## config.mk

```make
export PLATFORM = sky130hd
export DESIGN_NAME = regfile_sb
export DESIGN_NICKNAME = d
export VERILOG_FILES = /design/src/rtl/regfile_pkg.sv /design/src/rtl/regfile_scoreboard.sv /design/src/rtl/regfile_sb.sv
export SDC_FILE = /design/constraint.sdc
export NUM_CORES = 1
export LEC_CHECK = 0
export ABC_CLOCK_PERIOD_IN_PS = 6330
export CAP_MARGIN = 20
export CELL_PAD_IN_SITES_DETAIL_PLACEMENT = 0
export CELL_PAD_IN_SITES_GLOBAL_PLACEMENT = 2
export CORE_UTILIZATION = 45
export CTS_BUF_LIST = sky130_fd_sc_hd__clkbuf_8 sky130_fd_sc_hd__clkbuf_16
export CTS_CLUSTER_SIZE = 20
export DETAILED_ROUTE_END_ITERATION = 8
export PLACE_DENSITY_LB_ADDON = 0.1
export SYNTH_ARGS = -nofsm -noshare
export SYNTH_HDL_FRONTEND = slang
export SYNTH_SLANG_ARGS = --single-unit
```

## constraint.sdc

```tcl
create_clock -name clk -period 6.33 [get_ports clk]
set_input_delay 1.5825 -clock clk [delete_from_list [all_inputs] [get_ports clk]]
set_output_delay 1.5825 -clock clk [all_outputs]
set_load 0.1 [all_outputs]
```

## src/rtl/regfile_pkg.sv

```systemverilog
`default_nettype none
//------------------------------------------------------------------------------
// regfile_pkg : shared types, default widths and alias-address helper
// Rev 1.0
//------------------------------------------------------------------------------
package regfile_pkg;

   typedef enum logic [0:0] {
      CLEAR = 1'b0,
      RUN   = 1'b1
   } state_t;

   localparam int DEF_DATA_W = 32;
   localparam int DEF_ADDR_W = 4;
   localparam int MAX_ADDR_W = 16;

   // Caller zero-extends the address; only the low addr_w bits are inspected.
   function automatic logic is_alias(input logic [MAX_ADDR_W-1:0] addr,
                                     input int                    addr_w,
                                     input logic                  pc_alias);
      logic all_ones;
      all_ones = 1'b1;
      for (int i = 0; i < MAX_ADDR_W; i++) begin
         if (i < addr_w && !addr[i]) all_ones = 1'b0;
      end
      return pc_alias && all_ones;
   endfunction

endpackage
`default_nettype wire

```

## src/rtl/regfile_scoreboard.sv

```systemverilog
`default_nettype none
//------------------------------------------------------------------------------
// regfile_scoreboard : per-register busy bits for pending writebacks
// Rev 1.0
//------------------------------------------------------------------------------
module regfile_scoreboard
   import regfile_pkg::*;
#(
   parameter int ADDR_W = DEF_ADDR_W
) (
   input  logic              clk,
   input  logic              reset,
   input  logic              pulse_en,
   input  logic              run,
   input  logic              set,
   input  logic [ADDR_W-1:0] set_addr,
   input  logic              clr,
   input  logic [ADDR_W-1:0] clr_addr,
   input  logic [ADDR_W-1:0] addr_a,
   input  logic [ADDR_W-1:0] addr_b,
   output logic              busy_a,
   output logic              busy_b
);

   localparam int DEPTH = 2**ADDR_W;

   logic [DEPTH-1:0] busy;

   // Set is applied after clear so a new load issued behind a retiring one wins.
   always_ff @(posedge clk) begin
      if (reset) begin
         busy <= '0;
      end else if (run && pulse_en) begin
         if (clr) busy[clr_addr] <= 1'b0;
         if (set) busy[set_addr] <= 1'b1;
      end
   end

   assign busy_a = busy[addr_a];
   assign busy_b = busy[addr_b];

endmodule
`default_nettype wire

```

## src/rtl/regfile_sb.sv

```systemverilog
`default_nettype none
//------------------------------------------------------------------------------
// regfile_sb : register file with PC alias, write-through bypass, busy
//              scoreboard and post-reset clear sweep
// Rev 1.0
//------------------------------------------------------------------------------
module regfile_sb
   import regfile_pkg::*;
#(
   parameter int DATA_W         = DEF_DATA_W,
   parameter int ADDR_W         = DEF_ADDR_W,
   parameter int PC_ALIAS       = 1,
   parameter int CLEAR_ON_RESET = 1
) (
   input  logic              clk,
   input  logic              reset,
   input  logic              pulse_en,
   input  logic [DATA_W-1:0] pc,
   input  logic              write,
   input  logic [ADDR_W-1:0] rsrc,
   input  logic [ADDR_W-1:0] rdest,
   input  logic [DATA_W-1:0] write_data,
   input  logic              mark_busy,
   input  logic [ADDR_W-1:0] mark_addr,
   output logic [DATA_W-1:0] dsrc,
   output logic [DATA_W-1:0] ddest,
   output logic              src_busy,
   output logic              dest_busy,
   output logic              init_done
);

   localparam int              DEPTH    = 2**ADDR_W;
   localparam logic [ADDR_W:0] LAST_IDX = (ADDR_W+1)'(DEPTH-1);
   localparam logic [ADDR_W:0] IDX_ONE  = (ADDR_W+1)'(1);
   localparam logic            ALIAS_EN = (PC_ALIAS != 0);
   localparam logic            CLEAR_EN = (CLEAR_ON_RESET != 0);

   state_t            state;
   state_t            state_nx;
   logic [ADDR_W:0]   clr_idx;
   logic [ADDR_W:0]   clr_idx_nx;
   logic              clr_we;
   logic [DATA_W-1:0] mem [DEPTH];

   logic run;
   logic wr_active;
   logic wr_accept;
   logic src_alias;
   logic dest_alias;
   logic mark_alias;

   assign run        = (state == RUN);
   assign src_alias  = is_alias(MAX_ADDR_W'(rsrc),      ADDR_W, ALIAS_EN);
   assign dest_alias = is_alias(MAX_ADDR_W'(rdest),     ADDR_W, ALIAS_EN);
   assign mark_alias = is_alias(MAX_ADDR_W'(mark_addr), ADDR_W, ALIAS_EN);
   assign wr_active  = run && pulse_en && write;
   assign wr_accept  = wr_active && !dest_alias;
   assign init_done  = run;

   always_ff @(posedge clk) begin
      if (reset) begin
         state   <= CLEAR;
         clr_idx <= '0;
      end else begin
         state   <= state_nx;
         clr_idx <= clr_idx_nx;
      end
   end

   // The sweep runs on every clock, ignoring pulse_en, so init time is fixed.
   always_comb begin
      state_nx   = state;
      clr_idx_nx = clr_idx;
      clr_we     = 1'b0;
      case (state)
         CLEAR: begin
            if (CLEAR_EN) begin
               clr_we     = 1'b1;
               clr_idx_nx = clr_idx + IDX_ONE;
               if (clr_idx == LAST_IDX) state_nx = RUN;
            end else begin
               state_nx = RUN;
            end
         end
         RUN:     state_nx = RUN;
         default: state_nx = CLEAR;
      endcase
   end

   always_ff @(posedge clk) begin
      if (!reset) begin
         if (clr_we) begin
            mem[clr_idx[ADDR_W-1:0]] <= '0;
         end else if (wr_accept) begin
            mem[rdest] <= write_data;
         end
      end
   end

   always_comb begin
      dsrc = mem[rsrc];
      if (src_alias) begin
         dsrc = pc;
      end else if (wr_active && (rsrc == rdest)) begin
         dsrc = write_data;
      end
   end

   always_comb begin
      ddest = mem[rdest];
      if (dest_alias) begin
         ddest = pc;
      end else if (wr_active) begin
         ddest = write_data;
      end
   end

   regfile_scoreboard #(
      .ADDR_W (ADDR_W)
   ) u_scoreboard (
      .clk      (clk),
      .reset    (reset),
      .pulse_en (pulse_en),
      .run      (run),
      .set      (mark_busy && !mark_alias),
      .set_addr (mark_addr),
      .clr      (wr_accept),
      .clr_addr (rdest),
      .addr_a   (rsrc),
      .addr_b   (rdest),
      .busy_a   (src_busy),
      .busy_b   (dest_busy)
   );

endmodule
`default_nettype wire

```

# After elaboration in Yosys (flattened, before gate mapping)
# Memories as Yosys holds them, arrays and structs flattened.
# Index checks and enable logic that the tools add are counted.
# word_totals
reg_bits,22
mem_count,1
wordCells,66
ram_bits,512
input_bits,81
# op_classes
bitwise_logic,4
reduce_logical,10
mux,40
eq_ne,2
magnitude_cmp,5
addsub,1
# mem_list
name,depth,word_bits,read_ports,rd_clocked_by_memory_dff,wr,line_no,text
mem,16,32,2,0,1,regfile_sb.sv:43,logic [DATA_W-1:0] mem [DEPTH];
# op_table
op,n
$mux 32,5
$mux 16,4
$reduce_or 32->1,1
$mux 1,25
$and 16x16->16,1
$not 16->16,1
$or 16x16->16,1
$lt 4x5->1 const B,3
$bmux 1 s4,2
$demux 1 s4,2
$ge 4x1->1 const B,2
$logic_and 1x1->1,7
$add 5x1->5 const B,1
$eq 5x4->1 const B,1
$eq 4x4->1,1
$mux 4,1
$logic_not 1->1,2
$pmux 1 s2,1
$not 1->1,1

# Depth between registers and ports, before layout
# depth
ltp_word,12
depth_mapped,8
mapped_depth_nobuf,6

# Cells and area by module
# Synthesis repeated with hierarchy kept, for this count alone.
# hier_totals
cells_unflattened,1548
hier_area_um2,25894.8
# modules_own_cells
module,area_each_um2,seq_area_each_um2,cells_per_inst,n_inst
regfile_sb,24922.7,15494.9,1449,1
regfile_scoreboard,972.2,320.3,99,1

# Worst setup path before layout
# Ideal clock, no wire load.
# synth_timing
path_type,input to output
startpoint,input rsrc[1]
endpoint,output dsrc[30]
path_stages,6
setup_slack_ps,525
t_arrival_ps,4222
n_path_buf,3
path_cell_list,buf_2 > and4_1 > or3_1 > clkbuf_1 > clkbuf_1 > o221ai_1
# synth_via
elab_chain_cells,4
word_cells_on_any_way,8
classes_between,1 x eq/ne; 5 x mux; 1 x reduce/logical; 1 x memory
# synth_lines
item,line_no,text
start: declaration,regfile_sb.sv:20,"input logic [ADDR_W-1:0] rsrc,"
"parallel branches: the longest is 3 deep, another holds $mem_v2 16x32",-,
$mux 32 *,regfile_sb.sv:102,if (src_alias) begin
end: declaration,regfile_sb.sv:25,"output logic [DATA_W-1:0] dsrc,"
# Mark *: on every way between the ends.

# Worst setup path in the final report
# layout_timing
startpoint,input rdest[3]
endpoint,output ddest[26]
# layout_via
elab_chain_cells,3
word_cells_on_any_way,4
classes_between,3 x mux; 1 x memory
# layout_lines
item,line_no,text
start: declaration,regfile_sb.sv:21,"input logic [ADDR_W-1:0] rdest,"
$mem_v2 16x32,-,
$mux 32,regfile_sb.sv:113,end else if (wr_active) begin
$mux 32 *,regfile_sb.sv:111,if (dest_alias) begin
end: declaration,regfile_sb.sv:26,"output logic [DATA_W-1:0] ddest,"
# Every way passes the cells marked *; elsewhere a longest branch is shown, timed or not.

==> results.sh <==
export IMPL_p_leak_nw=11.14
export IMPL_final_cell_area_sq_um=31120
export IMPL_ys_ff_latch=534
export IMPL_drt_iter0_drc=1497
export IMPL_grt_pass1_vias=16690
export IMPL_cts_resized_gates=0
export IMPL_final_common_cell="edfxtp_1"
export IMPL_grt_pass1_wl_mm=114.0
export IMPL_avgRoutedWirePerCell_microns=31.27
export IMPL_die_h_microns=241.6
export IMPL_period_share_pct=90.93
export IMPL_synth_nets=1591
export IMPL_p_seq_share_pct=49.0
export IMPL_yosys_area_share_xor_xnor_pct=0.2374
export IMPL_drtAntennaViolNets=0
export IMPL_finalHoldViolCount=0
export IMPL_setup_viol=0
export IMPL_clk_latency_ps=610
export IMPL_dieArea_sq_um=58350
export IMPL_dpl_instance_area_sq_um=29410
export IMPL_routabilityCongestion=0.7826
export IMPL_skew_ps=12.29
export IMPL_comb_power_share_pct=12.2
export IMPL_synth_edf_count=512
export IMPL_start_util_pct=45.71
export IMPL_pin_count=148
export IMPL_dp_cells=2390
export IMPL_drv_slew=0
export IMPL_hpwl_mm=47.84
export IMPL_crit_path_end_kind="primary output"
export IMPL_area_growth_pct=20.52
export IMPL_fp_dieW_microns=241.6
export IMPL_cts_buffers=56
export IMPL_fmax_mhz=173.7
export IMPL_drive_above_1_share_pct=30.18
export IMPL_hold_class="flip-flop to flip-flop"
export IMPL_cap_violations=0
export IMPL_worstPathArrival_ps=4170
export IMPL_syn_area_sq_um=25820
export IMPL_grt_util_all_layers_pct=27.00
export IMPL_reg2reg_depth=6
export IMPL_coreArea_sq_um=56500
export IMPL_p_sw_share_pct=24.69
export IMPL_nets=1777
export IMPL_hold_buffers=0
export IMPL_power_share_clock_pct=38.9
export IMPL_power_net_switching_w=0.001953
export IMPL_finalSetupTns_ps=0
export IMPL_fin_crit_ps=5756
export IMPL_clock_sinks=534
export IMPL_yosysSeqAreaShare_pct=61.24
export IMPL_first_pass_iters=5
export IMPL_cts_path_max_buffers=3
export IMPL_synth_mux_area_share_pct=23.01
export IMPL_synth_top_family_by_area="multiplexers"
export IMPL_synth_ff_type="edfxtp_1"
export IMPL_io_buffers=147
export IMPL_path_max_fanout=24
export IMPL_power_density_nw_per_um2=254.2
export IMPL_p_int_w=0.005959
export IMPL_final_cells=2492
export IMPL_cp_start_kind="input pin"
export IMPL_htreeDepth=2
export IMPL_syn_inst=1508
export IMPL_relSlewSlack_pct=30.03
export IMPL_antenna_found_initial=1
export IMPL_async_flop_share_pct=0
export IMPL_worstHoldPathCells=1
export IMPL_multi_input_area_sq_um=9515
export IMPL_fillers=4412
export IMPL_avgSynthCellArea_sq_um=17.13
export IMPL_totalWireLength_mm=77.93
export IMPL_cts_root_buf="clkbuf_16"
export IMPL_vias=15990
export IMPL_yosysUniqueCellTypes=53
export IMPL_rrSetupSlack_ps=2530
export IMPL_vias_per_cell=6.417
export IMPL_rsz0062_at_grt="false"
export IMPL_grt_max_degree=53
export IMPL_critPathRequiredTime_ps=4750
export IMPL_synth_simple_area_share_pct=5.136
export IMPL_post_cts_setup_buffers=0
export IMPL_insertedDiodeCount=0
export IMPL_grt_overflow=0
export IMPL_layout_common_cells="edfxtp_1, mux4_2, nand2_1, buf_4, buf_12"
export IMPL_row_count=87
export IMPL_worst_pin_slew_ps=1047
export IMPL_regArea_sq_um=15820
export IMPL_ir_worst_vdd_uv=227.2
export IMPL_critPathKind="input pin to primary output"
export IMPL_yosysWarnings=0
export IMPL_status="complete, no violations"
export IMPL_cts_tree="yes"
export IMPL_synth_compound_gate_area_share_pct=7.859
export IMPL_clk_pin_slew_ps=60
export IMPL_drc=0
export IMPL_synthAdderAreaFrac_pct=0.09690
[cell type report]
type                            instances  area share (%)
Sequential cell                       534           50.81
Inverter                                5         0.06030
Timing Repair Buffer                  256           10.06
Tap cell                              756           3.039
Multi-Input combinational cell        841           30.57
Clock buffer                           58           4.663
Clock inverter                         42          0.7920
[logic make-up (layout without fill, tap and decap cells)]
family,Yosys count,count (layout)
adders and majority gates,2,2
buffers and inverters,133,361
xor gates and xnor gates,7,7
muxes,301,301
and+or+nand+nor,251,251
AOI/OAI and AO/OA,280,280
DFF,534,534
[per-stage QoR]
| step | utilization [%] | hold slack (ps) | total power [W] | setup slack, ps |
|---|---|---|---|---|
| CTS | 55.06 | 484.5 | 0.007959 | 487.2 |
| detailed placement | 52.06 | 474.7 | 0.004910 | 521.0 |
| global placement | 52.06 | 463.0 | 0.004908 | 465.8 |
| finish | 55.09 | 484.2 | 0.007912 | 574.3 |
| global route | 55.09 | 503.7 | 0.008124 | 464.1 |
| floorplan | - | 449.8 | 0.004522 | 525.2 |
[critical path, cell delays in order]
cell	delay, ps
clkdlybuf4s50_1	550
nor2_4	850
buf_4	340
a22o_1	160
nor4b_1	50
buf_4	190
o21ai_1	210
buf_12	210
[power by group through the flow]
stage               combinational, W  clock [W]  sequential (W)
floorplan                   0.000578          0         0.00394
global placement            0.000961          0         0.00395
detailed placement          0.000963          0         0.00395
CTS                         0.000966    0.00312         0.00387
global route                0.000997    0.00325         0.00387
finish                      0.000962    0.00308         0.00387
[routing by layer]
layer	routed length [microns]	GRT usage, %
met5	0	0
met4	1947	7.981
met3	5662	4.595
met2	38420	44.30
met1	31900	37.11
[registers in the layout, summed over array words and instances, names as in the netlist]
name and cells:
mem 512, u_scoreboard.busy 16, clr_idx 5, init_done 1
[worst paths after layout]
path,startpoint,end
max reg2reg,init_done$_SDFF_PP0_,mem[7][11]$_DFFE_PP_
min,u_scoreboard.busy[15]$_SDFFE_PP0N_,u_scoreboard.busy[15]$_SDFFE_PP0N_
max,rdest[3],ddest[26]
min reg2reg,u_scoreboard.busy[15]$_SDFFE_PP0N_,u_scoreboard.busy[15]$_SDFFE_PP0N_
[Yosys cell counts (all sizes together) (2+ instances only)]
master / count / area share, %
or2: 2 / 0.048
a21oi: 16 / 0.31
nand3: 5 / 0.097
and2: 34 / 0.82
edfxtp: 512 / 60
nor3: 11 / 0.23
and4b: 2 / 0.078
o31ai: 3 / 0.087
o22ai: 32 / 0.78
inv: 5 / 0.073
or3: 2 / 0.048
dfxtp: 22 / 1.7
a22oi: 62 / 1.8
a2111oi: 18 / 0.69
nor2: 17 / 0.25
buf: 60 / 1.4
clkbuf: 68 / 0.99
and4: 2 / 0.068
nand4: 6 / 0.15
and3: 11 / 0.27
ha: 2 / 0.097
nand2b: 33 / 0.80
nor2b: 7 / 0.17
nand2: 98 / 1.4
mux4: 234 / 20
nor4b: 13 / 0.44
xnor2: 5 / 0.17
a22o: 35 / 1.2
mux2i: 66 / 2.6
nand3b: 3 / 0.10
xor2: 2 / 0.068
o221a: 30 / 1.3
nor4: 2 / 0.048
o21ai: 78 / 1.5
o221ai: 2 / 0.068
(Power assumes the default switching activity.)
